**src/rtl/bullet_controller.sv**
```systemverilog
// ---------------------------------------------------------------------------
// bullet_controller
//   Owns one tank's 3-slot bullet pool ahead of the colour mapper. It latches
//   fire requests and spawns bullets at the tank centre along the tank heading.
//   Bullets move once per frame in 10.6 fixed point. At a screen edge a bullet
//   either bounces or is retired, and every bullet retires when its lifetime
//   runs out.
//
//   Optional feature macro: BULLET_BOUNCE_EN
//     defined   : an edge hit reflects that axis velocity and clamps to the limit
//     undefined : an edge hit retires the bullet (no reflection logic built)
//
// Parameters
//   SPEED        bullet speed, integer pixels/frame along heading (1..7)
//   BULLET_SIZE  half-width in pixels, driven on BulletNS
//   LIFE_FRAMES  frames a bullet lives after spawn (1..1023)
//   COOLDOWN     frames after a spawn during which fire is ignored (0..255)
//   X_MAX/Y_MAX  rightmost / bottom visible pixel
//
// Ports
//   CLK                    system clock
//   Reset_n                asynchronous active-low reset
//   frame_clk              vsync level; a rising edge is a frame tick
//   fire                   fire key level; a rising edge is a request
//   TankX, TankY           tank centre, pixels
//   sin_t, cos_t           heading, signed Q1.6 (+64 = +1.0)
//   BulletNX/NY            bullet centre, pixels (registered)
//   BulletNS               constant BULLET_SIZE
//   is_bulletN_active      slot live
//   dbg_state              current frame-sequencer state
// ---------------------------------------------------------------------------
module bullet_controller #(
  parameter int SPEED       = 2,
  parameter int BULLET_SIZE = 2,
  parameter int LIFE_FRAMES = 300,
  parameter int COOLDOWN    = 15,
  parameter int X_MAX       = 639,
  parameter int Y_MAX       = 479
) (
  input  logic       CLK,
  input  logic       Reset_n,
  input  logic       frame_clk,
  input  logic       fire,
  input  logic [9:0] TankX,
  input  logic [9:0] TankY,
  input  logic [7:0] sin_t,
  input  logic [7:0] cos_t,
  output logic [9:0] Bullet1X,
  output logic [9:0] Bullet1Y,
  output logic [9:0] Bullet1S,
  output logic [9:0] Bullet2X,
  output logic [9:0] Bullet2Y,
  output logic [9:0] Bullet2S,
  output logic [9:0] Bullet3X,
  output logic [9:0] Bullet3Y,
  output logic [9:0] Bullet3S,
  output logic       is_bullet1_active,
  output logic       is_bullet2_active,
  output logic       is_bullet3_active,
  output logic [1:0] dbg_state
);

  typedef enum logic [1:0] {
    S_IDLE   = 2'd0,
    S_UPDATE = 2'd1,
    S_SPAWN  = 2'd2
  } state_t;

  localparam logic signed [11:0] EDGE_LO   = 12'(BULLET_SIZE);
  localparam logic signed [11:0] EDGE_HI_X = 12'(X_MAX - BULLET_SIZE);
  localparam logic signed [11:0] EDGE_HI_Y = 12'(Y_MAX - BULLET_SIZE);
  localparam logic signed [11:0] SPEED_S   = 12'(SPEED);
`ifdef BULLET_BOUNCE_EN
  localparam logic [15:0] CLAMP_LO   = {EDGE_LO[9:0], 6'b0};
  localparam logic [15:0] CLAMP_HI_X = {EDGE_HI_X[9:0], 6'b0};
  localparam logic [15:0] CLAMP_HI_Y = {EDGE_HI_Y[9:0], 6'b0};
`endif

  state_t state, state_nxt;

  // ---------------- input synchronisers and edge detect --------------------
  // prime marks when the sync stages hold real samples. The armed flags only
  // open once the synchronised level has been seen low, so a level already
  // high at reset release does not count as an edge.
  logic [1:0] prime;
  logic [2:0] frame_sync, fire_sync;
  logic       frame_armed, fire_armed;
  logic       tick, fire_edge;
  logic       pending, req;

  assign tick      = frame_armed & frame_sync[1] & ~frame_sync[2];
  assign fire_edge = fire_armed  & fire_sync[1]  & ~fire_sync[2];

  always_ff @(posedge CLK or negedge Reset_n) begin
    if (!Reset_n) begin
      prime       <= '0;
      frame_sync  <= '0;
      fire_sync   <= '0;
      frame_armed <= 1'b0;
      fire_armed  <= 1'b0;
      pending     <= 1'b0;
      req         <= 1'b0;
    end else begin
      prime       <= {prime[0], 1'b1};
      frame_sync  <= {frame_sync[1:0], frame_clk};
      fire_sync   <= {fire_sync[1:0], fire};
      frame_armed <= frame_armed | (prime[1] & ~frame_sync[1]);
      fire_armed  <= fire_armed  | (prime[1] & ~fire_sync[1]);
      // A fire edge coinciding with the tick belongs to that tick's request.
      if (tick) begin
        req     <= pending | fire_edge;
        pending <= 1'b0;
      end else if (fire_edge) begin
        pending <= 1'b1;
      end
    end
  end

  // ---------------- frame sequencer ----------------------------------------
  always_ff @(posedge CLK or negedge Reset_n) begin
    if (!Reset_n) state <= S_IDLE;
    else          state <= state_nxt;
  end

  always_comb begin
    state_nxt = state;
    case (state)
      S_IDLE:   if (tick) state_nxt = S_UPDATE;
      S_UPDATE: state_nxt = S_SPAWN;
      S_SPAWN:  state_nxt = S_IDLE;
      default:  state_nxt = S_IDLE;
    endcase
  end

  assign dbg_state = state;

  // ---------------- slot state ---------------------------------------------
  logic [15:0]        pos_x [3];
  logic [15:0]        pos_y [3];
  logic signed [11:0] vel_x [3];
  logic signed [11:0] vel_y [3];
  logic [9:0]         life  [3];
  logic               active[3];
  logic [7:0]         cooldown;

  logic signed [17:0] sum_x [3];
  logic signed [17:0] sum_y [3];
  logic signed [11:0] int_x [3];
  logic signed [11:0] int_y [3];
  logic               hit_x [3];
  logic               hit_y [3];
  logic [15:0]        upd_x [3];
  logic [15:0]        upd_y [3];
  logic signed [11:0] upd_vx[3];
  logic signed [11:0] upd_vy[3];
  logic [9:0]         upd_life[3];
  logic               upd_active[3];

  // Move/retire computation for all three slots in parallel. The position is
  // widened to 18b signed so a step past 0 shows up as a negative integer part
  // and is caught by the edge test before anything is stored.
  always_comb begin
    for (int i = 0; i < 3; i++) begin
      sum_x[i]      = $signed({2'b00, pos_x[i]}) + $signed({{6{vel_x[i][11]}}, vel_x[i]});
      sum_y[i]      = $signed({2'b00, pos_y[i]}) + $signed({{6{vel_y[i][11]}}, vel_y[i]});
      int_x[i]      = sum_x[i][17:6];
      int_y[i]      = sum_y[i][17:6];
      hit_x[i]      = (int_x[i] < EDGE_LO) || (int_x[i] > EDGE_HI_X);
      hit_y[i]      = (int_y[i] < EDGE_LO) || (int_y[i] > EDGE_HI_Y);
      upd_x[i]      = pos_x[i];
      upd_y[i]      = pos_y[i];
      upd_vx[i]     = vel_x[i];
      upd_vy[i]     = vel_y[i];
      upd_life[i]   = life[i];
      upd_active[i] = active[i];
      if (active[i]) begin
        upd_life[i] = life[i] - 10'd1;
        if (life[i] == 10'd1) begin
          upd_active[i] = 1'b0;
        end
`ifdef BULLET_BOUNCE_EN
        else begin
          // Each axis reflects independently; a corner hit flips both.
          if (hit_x[i]) begin
            upd_x[i]  = (int_x[i] < EDGE_LO) ? CLAMP_LO : CLAMP_HI_X;
            upd_vx[i] = -vel_x[i];
          end else begin
            upd_x[i]  = sum_x[i][15:0];
          end
          if (hit_y[i]) begin
            upd_y[i]  = (int_y[i] < EDGE_LO) ? CLAMP_LO : CLAMP_HI_Y;
            upd_vy[i] = -vel_y[i];
          end else begin
            upd_y[i]  = sum_y[i][15:0];
          end
        end
`else
        else if (hit_x[i] || hit_y[i]) begin
          upd_active[i] = 1'b0;
        end else begin
          upd_x[i] = sum_x[i][15:0];
          upd_y[i] = sum_y[i][15:0];
        end
`endif
      end
    end
  end

  // ---------------- spawn selection ----------------------------------------
  logic               spawn_ok;
  logic [1:0]         spawn_idx;
  logic signed [11:0] cos_ext, sin_ext, spawn_vx, spawn_vy;

  assign cos_ext  = {{4{cos_t[7]}}, cos_t};
  assign sin_ext  = {{4{sin_t[7]}}, sin_t};
  assign spawn_vx = cos_ext * SPEED_S;
  // Screen Y grows downward, so a positive sine moves the bullet up.
  assign spawn_vy = -(sin_ext * SPEED_S);

  always_comb begin
    spawn_idx = 2'd0;
    if      (!active[0]) spawn_idx = 2'd0;
    else if (!active[1]) spawn_idx = 2'd1;
    else                 spawn_idx = 2'd2;
    spawn_ok = req && (cooldown == 8'd0) && (!active[0] || !active[1] || !active[2]);
  end

  // UPDATE commits the parallel move and the cooldown step; SPAWN then sees
  // the freshly retired slots and the decremented cooldown.
  always_ff @(posedge CLK or negedge Reset_n) begin
    if (!Reset_n) begin
      for (int i = 0; i < 3; i++) begin
        pos_x[i]  <= '0;
        pos_y[i]  <= '0;
        vel_x[i]  <= '0;
        vel_y[i]  <= '0;
        life[i]   <= '0;
        active[i] <= 1'b0;
      end
      cooldown <= '0;
    end else begin
      case (state)
        S_UPDATE: begin
          for (int i = 0; i < 3; i++) begin
            pos_x[i]  <= upd_x[i];
            pos_y[i]  <= upd_y[i];
            vel_x[i]  <= upd_vx[i];
            vel_y[i]  <= upd_vy[i];
            life[i]   <= upd_life[i];
            active[i] <= upd_active[i];
          end
          if (cooldown != 8'd0) cooldown <= cooldown - 8'd1;
        end
        S_SPAWN: begin
          if (spawn_ok) begin
            pos_x[spawn_idx]  <= {TankX, 6'b0};
            pos_y[spawn_idx]  <= {TankY, 6'b0};
            vel_x[spawn_idx]  <= spawn_vx;
            vel_y[spawn_idx]  <= spawn_vy;
            life[spawn_idx]   <= 10'(LIFE_FRAMES);
            active[spawn_idx] <= 1'b1;
            cooldown          <= 8'(COOLDOWN);
          end
        end
        default: ;
      endcase
    end
  end

  // ---------------- outputs -------------------------------------------------
  assign Bullet1X = pos_x[0][15:6];
  assign Bullet1Y = pos_y[0][15:6];
  assign Bullet2X = pos_x[1][15:6];
  assign Bullet2Y = pos_y[1][15:6];
  assign Bullet3X = pos_x[2][15:6];
  assign Bullet3Y = pos_y[2][15:6];
  assign Bullet1S = 10'(BULLET_SIZE);
  assign Bullet2S = 10'(BULLET_SIZE);
  assign Bullet3S = 10'(BULLET_SIZE);
  assign is_bullet1_active = active[0];
  assign is_bullet2_active = active[1];
  assign is_bullet3_active = active[2];

endmodule

```
**config.mk**
```make
export PLATFORM = sky130hd
export DESIGN_NAME = bullet_controller
export DESIGN_NICKNAME = d
export VERILOG_FILES = /design/src/rtl/bullet_controller.sv
export SDC_FILE = /design/constraint.sdc
export NUM_CORES = 1
export LEC_CHECK = 0
export CORE_UTILIZATION = 25
export CTS_CLUSTER_SIZE = 40
export DETAILED_ROUTE_END_ITERATION = 12
export GPL_ROUTABILITY_DRIVEN = 0
export PLACE_DENSITY = 0.48
export SETUP_SLACK_MARGIN = 0.15
export SKIP_LAST_GASP = 1
export SYNTH_ARGS = -nofsm -noshare
export SYNTH_HDL_FRONTEND = slang
export SYNTH_SLANG_ARGS = --single-unit
```
**constraint.sdc**
```tcl
create_clock -name CLK -period 4.2 [get_ports CLK]
set_input_delay 0.63 -clock CLK [delete_from_list [all_inputs] [get_ports CLK]]
set_output_delay 0.63 -clock CLK [all_outputs]
set_load 0.01 [all_outputs]
```
==> results of run 1 <==
-- power by group --
group	total [mW]	switching, mW	internal [mW]
clock network	2.40	0.975	1.42
registers	2.63	0.336	2.29
logic	3.23	1.75	1.49
total	8.26	3.06	5.20
-- critical path, cell delays in order, from the launching register on --
cell and delay, ps:
dfrtp_1 360, ha_2 200, inv_1 60, fa_1 400
nand2b_4 160, a21oi_2 180, o2111ai_2 150, and2_4 190
o311a_4 360, or4_4 550, o2111ai_4 210, nor4_4 70
buf_4 190, and2_1 160, buf_4 190, a221oi_1 280
-- how the worst max path moves through the flow --
stage                                start  slack, ps                 endpoint
floorplan            pos_x[17]$_DFFE_PN0P_        450  Bullet2Y[5]$_DFFE_PN0P_
finish              upd_vx[13]$_DFFE_PN0P_        350  Bullet2X[3]$_DFFE_PN0P_
global placement     pos_x[17]$_DFFE_PN0P_        260  Bullet2X[3]$_DFFE_PN0P_
CTS                 upd_vx[13]$_DFFE_PN0P_        200  Bullet2X[3]$_DFFE_PN0P_
detailed placement  upd_vx[13]$_DFFE_PN0P_        150  Bullet2X[3]$_DFFE_PN0P_
global route         pos_y[17]$_DFFE_PN0P_        150    pos_y[20]$_DFFE_PN0P_
-- flip-flops by register name, indices dropped and copies added, names as in the netlist --
register / flops
Bullet1X: 10
Bullet1Y: 10
Bullet2X: 10
Bullet2Y: 10
Bullet3X: 10
Bullet3Y: 10
cooldown: 8
dbg_state: 2
fire_armed: 1
fire_sync: 3
frame_armed: 1
frame_sync: 3
is_bullet1_active: 1
is_bullet2_active: 1
is_bullet3_active: 1
life: 30
pending: 1
pos_x: 15
pos_y: 15
prime: 2
req: 1
upd_vx: 24
upd_vy: 33
-- layout make-up --
class,instances,share of cell area (%)
clock buffers,30,4.09
well taps,773,5.52
inverters,81,1.73
multi-input cells,1282,50.9
clock inverters,20,1.17
repair buffers,141,7.76
flip-flops and latches,202,28.8
-- repair_timing --
item / CTS / global route
endpoints found under the setup margin: 1 / 41
setup buffers: 1 / 2
resized for setup: 1 / 13
pin swaps: 1 / 3
-- metal layers --
layer | wire, um | part of all wire [%]
met4 | 917 | 1.9
met5 | 0 | 0
met3 | 1980 | 4.2
met2 | 22100 | 46
met1 | 22700 | 48
-- cell families (layout without fill, tap and decap cells) --
family | after synthesis | count (layout)
XOR/XNOR | 67 | 67
buffers and inverters | 230 | 272
AO/OA/AOI/OAI | 452 | 452
other | 2 | 31
flip-flops | 202 | 202
multiplexers | 89 | 89
adder cells (fa/ha/maj) | 110 | 110
AND/OR/NAND/NOR | 533 | 533
-- cell usage in the layout (no fill, tap or decap), drive strengths merged, types with 8 or more instances in the layout --
cell type,n
o211ai,15
and2,13
buf,38
or3,14
nor2b,13
o21ai,103
and3,14
mux2i,20
a21o,32
mux2,69
inv,83
nor3,32
a21oi,111
clkinv,12
a31oi,13
nor3b,8
o21a,17
nand4,18
clkdlybuf4s50,103
xnor2,42
a221oi,9
a22o,27
dfrtp,202
nand2,205
conb,31
o2111ai,10
xor2,25
clkbuf,30
nor2,112
nand3,29
ha,104
nand3b,12
o31ai,13
a211oi,19
nor4,12
nand2b,17
or4,9
==> flow_summary.json, run 1 <==
{
  "fin_crit_sh_pct": 91.6,
  "cts_hold_buf": 0,
  "die_height_um": 247,
  "fin_crit_ps": 3850,
  "timing.fmax_mhz": 260,
  "synthAdderAreaFrac_pct": 9.47,
  "r2r_end": "Bullet2X[3]$_DFFE_PN0P_",
  "antenna_found_initial": 2,
  "synth_edf_count": 0,
  "clock_skew_ps": 17.6,
  "synth.area.mux_share_pct": 6.99,
  "async_flop_share_pct": 100,
  "track_usage_pct": 15.5,
  "place_ws_ps": 151,
  "wl_per_cell_um": 18.8,
  "outcome": "finished with violations",
  "cts_tree": "yes",
  "fillerInstances": 6182,
  "placed_cells": 2476,
  "gr-usage-met1_pct": 21.5,
  "fin_tns_setup_ps": 0,
  "p_leak_nw": 7.90,
  "synth_top_family_by_area": "compound AO/OA/AOI/OAI gates",
  "cp.arrival_ps": 4300,
  "stdcell_area_um2": 17500,
  "multi_input_area_um2": 8920,
  "grt_setup_unrepaired": "false",
  "start_kind": "flop",
  "initial_core_util_pct": 25.4,
  "ant_nets": 0,
  "ff2ff_setup_slack_ps": 350,
  "root_buffer": "clkbuf_16",
  "vias": 12700,
  "synth-simple-area-share_pct": 17.3,
  "antenna_cells": 0,
  "grt_max_degree": 91,
  "power_mw": 8.26,
  "hold_viol": 0,
  "reg2reg_depth": 15,
  "placementRows": 89,
  "synth.yosys.seq_area_share_pct": 33.7,
  "syn_avg_cell_area_um2": 8.90,
  "syn_inst": 1685,
  "critPathRequiredTime_ps": 4650,
  "synth_xor_area_share_pct": 3.91,
  "ir_drop_uv": 307,
  "grt_use_met3_pct": 1.73,
  "synthTopCellsByArea": "dfrtp_1 (34%), ha_1 (8.7%), nand2_1 (5.1%), buf_4 (4.5%), a21oi_1 (3.6%)",
  "syn-cell-area_um2": 15000,
  "holdWs_ps": 60.7,
  "path_class": "flop to flop",
  "p_per_area_nw_per_um2": 471,
  "use_met2_pct": 25.5,
  "drcViolationCount": 16,
  "ys_types": 92,
  "end_kind": "flop",
  "clk_path_buf_depth": 3,
  "die_w_um": 247,
  "cts.htree.levels": 1,
  "grt_pass1_vias": 12400,
  "clock_latency_ps": 570,
  "synth_most_common_cell": "nand2_1",
  "register_area_um2": 5050,
  "cts_buffers": 27,
  "slew_headroom_pct": 36.2,
  "dp_hpwl_mm": 35.7,
  "yosys.area.top_type": "dfrtp_1",
  "io-pin-count": 135,
  "grt.overflow.total": 0,
  "maxCapViolCount": 0,
  "synth_seq_cells": 202,
  "ys.flop_type": "dfrtp_1",
  "slew_violations": 0,
  "setup_viol_count_final": 0,
  "worst_slack_ps": 351,
  "finalNonFillerCells": 2529,
  "vias_per_cell": 5.01,
  "busiest_layer": "met2",
  "synth.top_cell.area_share_pct": 33.7,
  "synth_common_cells": "nand2_1 (204), dfrtp_1 (202), nor2_1 (110)",
  "violations": "DRC",
  "portBuffers": 104,
  "crit_fanout": 13,
  "fin_util_pct": 29.7,
  "cts.sink_count": 202,
  "post_dp_cell_area_um2": 16500,
  "tightest_slew_ps": 955,
  "regToRegStartpoint": "upd_vx[13]$_DFFE_PN0P_",
  "drive_above_1_share_pct": 11.3,
  "syn_to_final_growth_pct": 16.9,
  "grt_pass1_wl_mm": 73.3,
  "die-area_um2": 61000,
  "core_um2": 59100,
  "layout.nets": 1885,
  "path_clk_slew_ps": 70,
  "ys_warn_count": 0,
  "wl_mm": 47.6,
  "drtIter0Drc": 839,
  "drt_pass1_iterations": 9,
  "hold_path.class": "input port to asynchronous set/reset pin",
  "synth-compound-area-share_pct": 20.4
}
Power figures use the tool's default switching activity.
==> run 2, diff against run 1 <==
--- a/config.mk
+++ b/config.mk
@@ -5,11 +5,12 @@
 export SDC_FILE = /design/constraint.sdc
 export NUM_CORES = 1
 export LEC_CHECK = 0
+export CORE_MARGIN = 5
 export CORE_UTILIZATION = 25
 export CTS_CLUSTER_SIZE = 40
 export DETAILED_ROUTE_END_ITERATION = 12
-export GPL_ROUTABILITY_DRIVEN = 0
 export PLACE_DENSITY = 0.48
+export REMOVE_ABC_BUFFERS = 1
 export SETUP_SLACK_MARGIN = 0.15
 export SKIP_LAST_GASP = 1
 export SYNTH_ARGS = -nofsm -noshare
==> flow_summary.json, run 2 (synthesis gave the netlist of run 1 again) <==
{
  "clock_latency_ps": 560,
  "die-area_um2": 65000,
  "p_per_area_nw_per_um2": 462,
  "initial_core_util_pct": 25.3,
  "fin_crit_sh_pct": 92.6,
  "syn_to_final_growth_pct": 16.6,
  "crit_fanout": 6,
  "slew_violations": 0,
  "grt_pass1_wl_mm": 72.8,
  "placementRows": 89,
  "cts.htree.levels": 1,
  "path_class": "flop to flop",
  "hold_viol": 0,
  "grt_max_degree": 104,
  "die_w_um": 255,
  "path_clk_slew_ps": 60,
  "maxCapViolCount": 0,
  "antenna_found_initial": 0,
  "stdcell_area_um2": 17500,
  "root_buffer": "clkbuf_16",
  "layout.nets": 1888,
  "portBuffers": 104,
  "cts_tree": "yes",
  "ant_nets": 0,
  "layout_common_cells": "nand2_1 (204), dfrtp_1 (201), nor2_1 (108)",
  "drtIter0Drc": 1018,
  "cts.sink_count": 202,
  "vias": 12500,
  "clock_skew_ps": 23.6,
  "end_kind": "flop",
  "routed-wl-met3_mm": 2.26,
  "fin_crit_ps": 3890,
  "dp_hpwl_mm": 36.1,
  "vias_per_cell": 4.93,
  "outcome": "finished, final reports clean",
  "drcViolationCount": 0,
  "largest_reg_flops": 33,
  "grt_setup_unrepaired": "false",
  "fin_tns_setup_ps": 0,
  "dr_wl_met2_mm": 22.1,
  "ir_drop_uv": 331,
  "register_area_um2": 5060,
  "top_layer_used": "met4",
  "crit_top_cell": "o2111ai_2",
  "cp_cell_sequence": "ha_1 -> inv_1 -> fa_1 -> nand2b_1 -> a21oi_2 -> o2111ai_2 -> and2_4 -> o311a_1 -> or4_1 -> o2111ai_2 -> nor4_4 -> a21oi_4 -> buf_4 -> mux2_2",
  "core_um2": 59200,
  "wl_per_cell_um": 18.6,
  "post_dp_cell_area_um2": 16600,
  "cpPeakStageDelay_ps": 540,
  "track_usage_pct": 14.0,
  "slowest_stage": "or4_1",
  "p_leak_nw": 7.88,
  "drt_pass1_iterations": 5,
  "met1Wirelength_mm": 21.7,
  "timing.fmax_mhz": 257,
  "grt_pass1_vias": 12400,
  "clk_path_buf_depth": 3,
  "critPathRequiredTime_ps": 4630,
  "drive_above_1_share_pct": 11.0,
  "place_congestion": 0.862,
  "fillerInstances": 6291,
  "start_kind": "flop",
  "die_height_um": 255,
  "slew_headroom_pct": 24.6,
  "setup_viol_count_final": 0,
  "multi_input_area_um2": 8920,
  "holdWs_ps": 135,
  "wl_mm": 47.1,
  "tightest_slew_ps": 1130,
  "cts_buffers": 27,
  "grt.overflow.total": 0,
  "mostFrequentLayoutCell": "nand2_1",
  "io-pin-count": 135,
  "cp.arrival_ps": 4320,
  "hold_path.class": "input port to asynchronous set/reset pin"
}
## run 2: area by class of cell
type	count	area share, %
clock inverter	11	0.508
tap	773	5.53
antenna	1	0.0143
clock buffer	37	4.31
inverter	81	1.74
timing repair buffer	144	7.98
sequential	202	28.9
multi-input combinational	1282	51.0
## run 2: through the flow
step	util [%]	std cells	power, mW	setup WS, ps
2_1_floorplan	-	1565	4.81	94.4
3_3_place_gp	28.0	2480	5.84	294
3_5_place_dp	28.0	2480	5.87	279
4_1_cts	29.4	2528	8.17	250
5_1_grt	29.5	2530	8.64	155
6_report	29.5	2531	8.08	309
## run 2: final timing paths
check                                            from                       to  slack [ps]  depth (start not counted)
worst max-delay path            pos_x[17]$_DFFE_PN0P_  Bullet2Y[1]$_DFFE_PN0P_         310                         14
worst min-delay path                          Reset_n     pos_y[4]$_DFFE_PN0P_         140                          1
worst max register to register  pos_x[17]$_DFFE_PN0P_  Bullet2Y[1]$_DFFE_PN0P_         310                         14
worst min register to register     prime[0]$_DFF_PN0_       prime[1]$_DFF_PN0_         350                          0
max in group asynchronous                     Reset_n     fire_armed$_DFF_PN0_        3120                          2
min in group CLK                   prime[0]$_DFF_PN0_       prime[1]$_DFF_PN0_         350                          0
## run 2: routing by layer
metal	vias to the layer above	global-route usage (%)
met5	-	0
met4	0	3.16
met3	64	2.24
met2	272	23.7
met1	6055	19.1
li1	6084	-
## run 2: critical path, delay by kind of cell, from the launching register on
family                     cells  cell delay (ps)
and+or+nand+nor                4              990
buffers and inverters          2              260
AOI/OAI and AO/OA              5             1220
adders and majority gates      2              610
muxes                          1              340
DFF                            1              350
## run 2: power by group
| part | total, mW | internal [mW] | switching [mW] |
|---|---|---|---|
| clock network | 2.23 | 1.31 | 0.922 |
| logic | 3.22 | 1.48 | 1.74 |
| registers | 2.63 | 2.29 | 0.333 |
| total | 8.08 | 5.09 | 2.99 |
## run 2: what timing repair did
action	CTS	global route
resized for setup	0	15
setup buffers	0	2
hold buffers	0	0
endpoints found under the setup margin	0	62
endpoints found under the hold margin	0	0
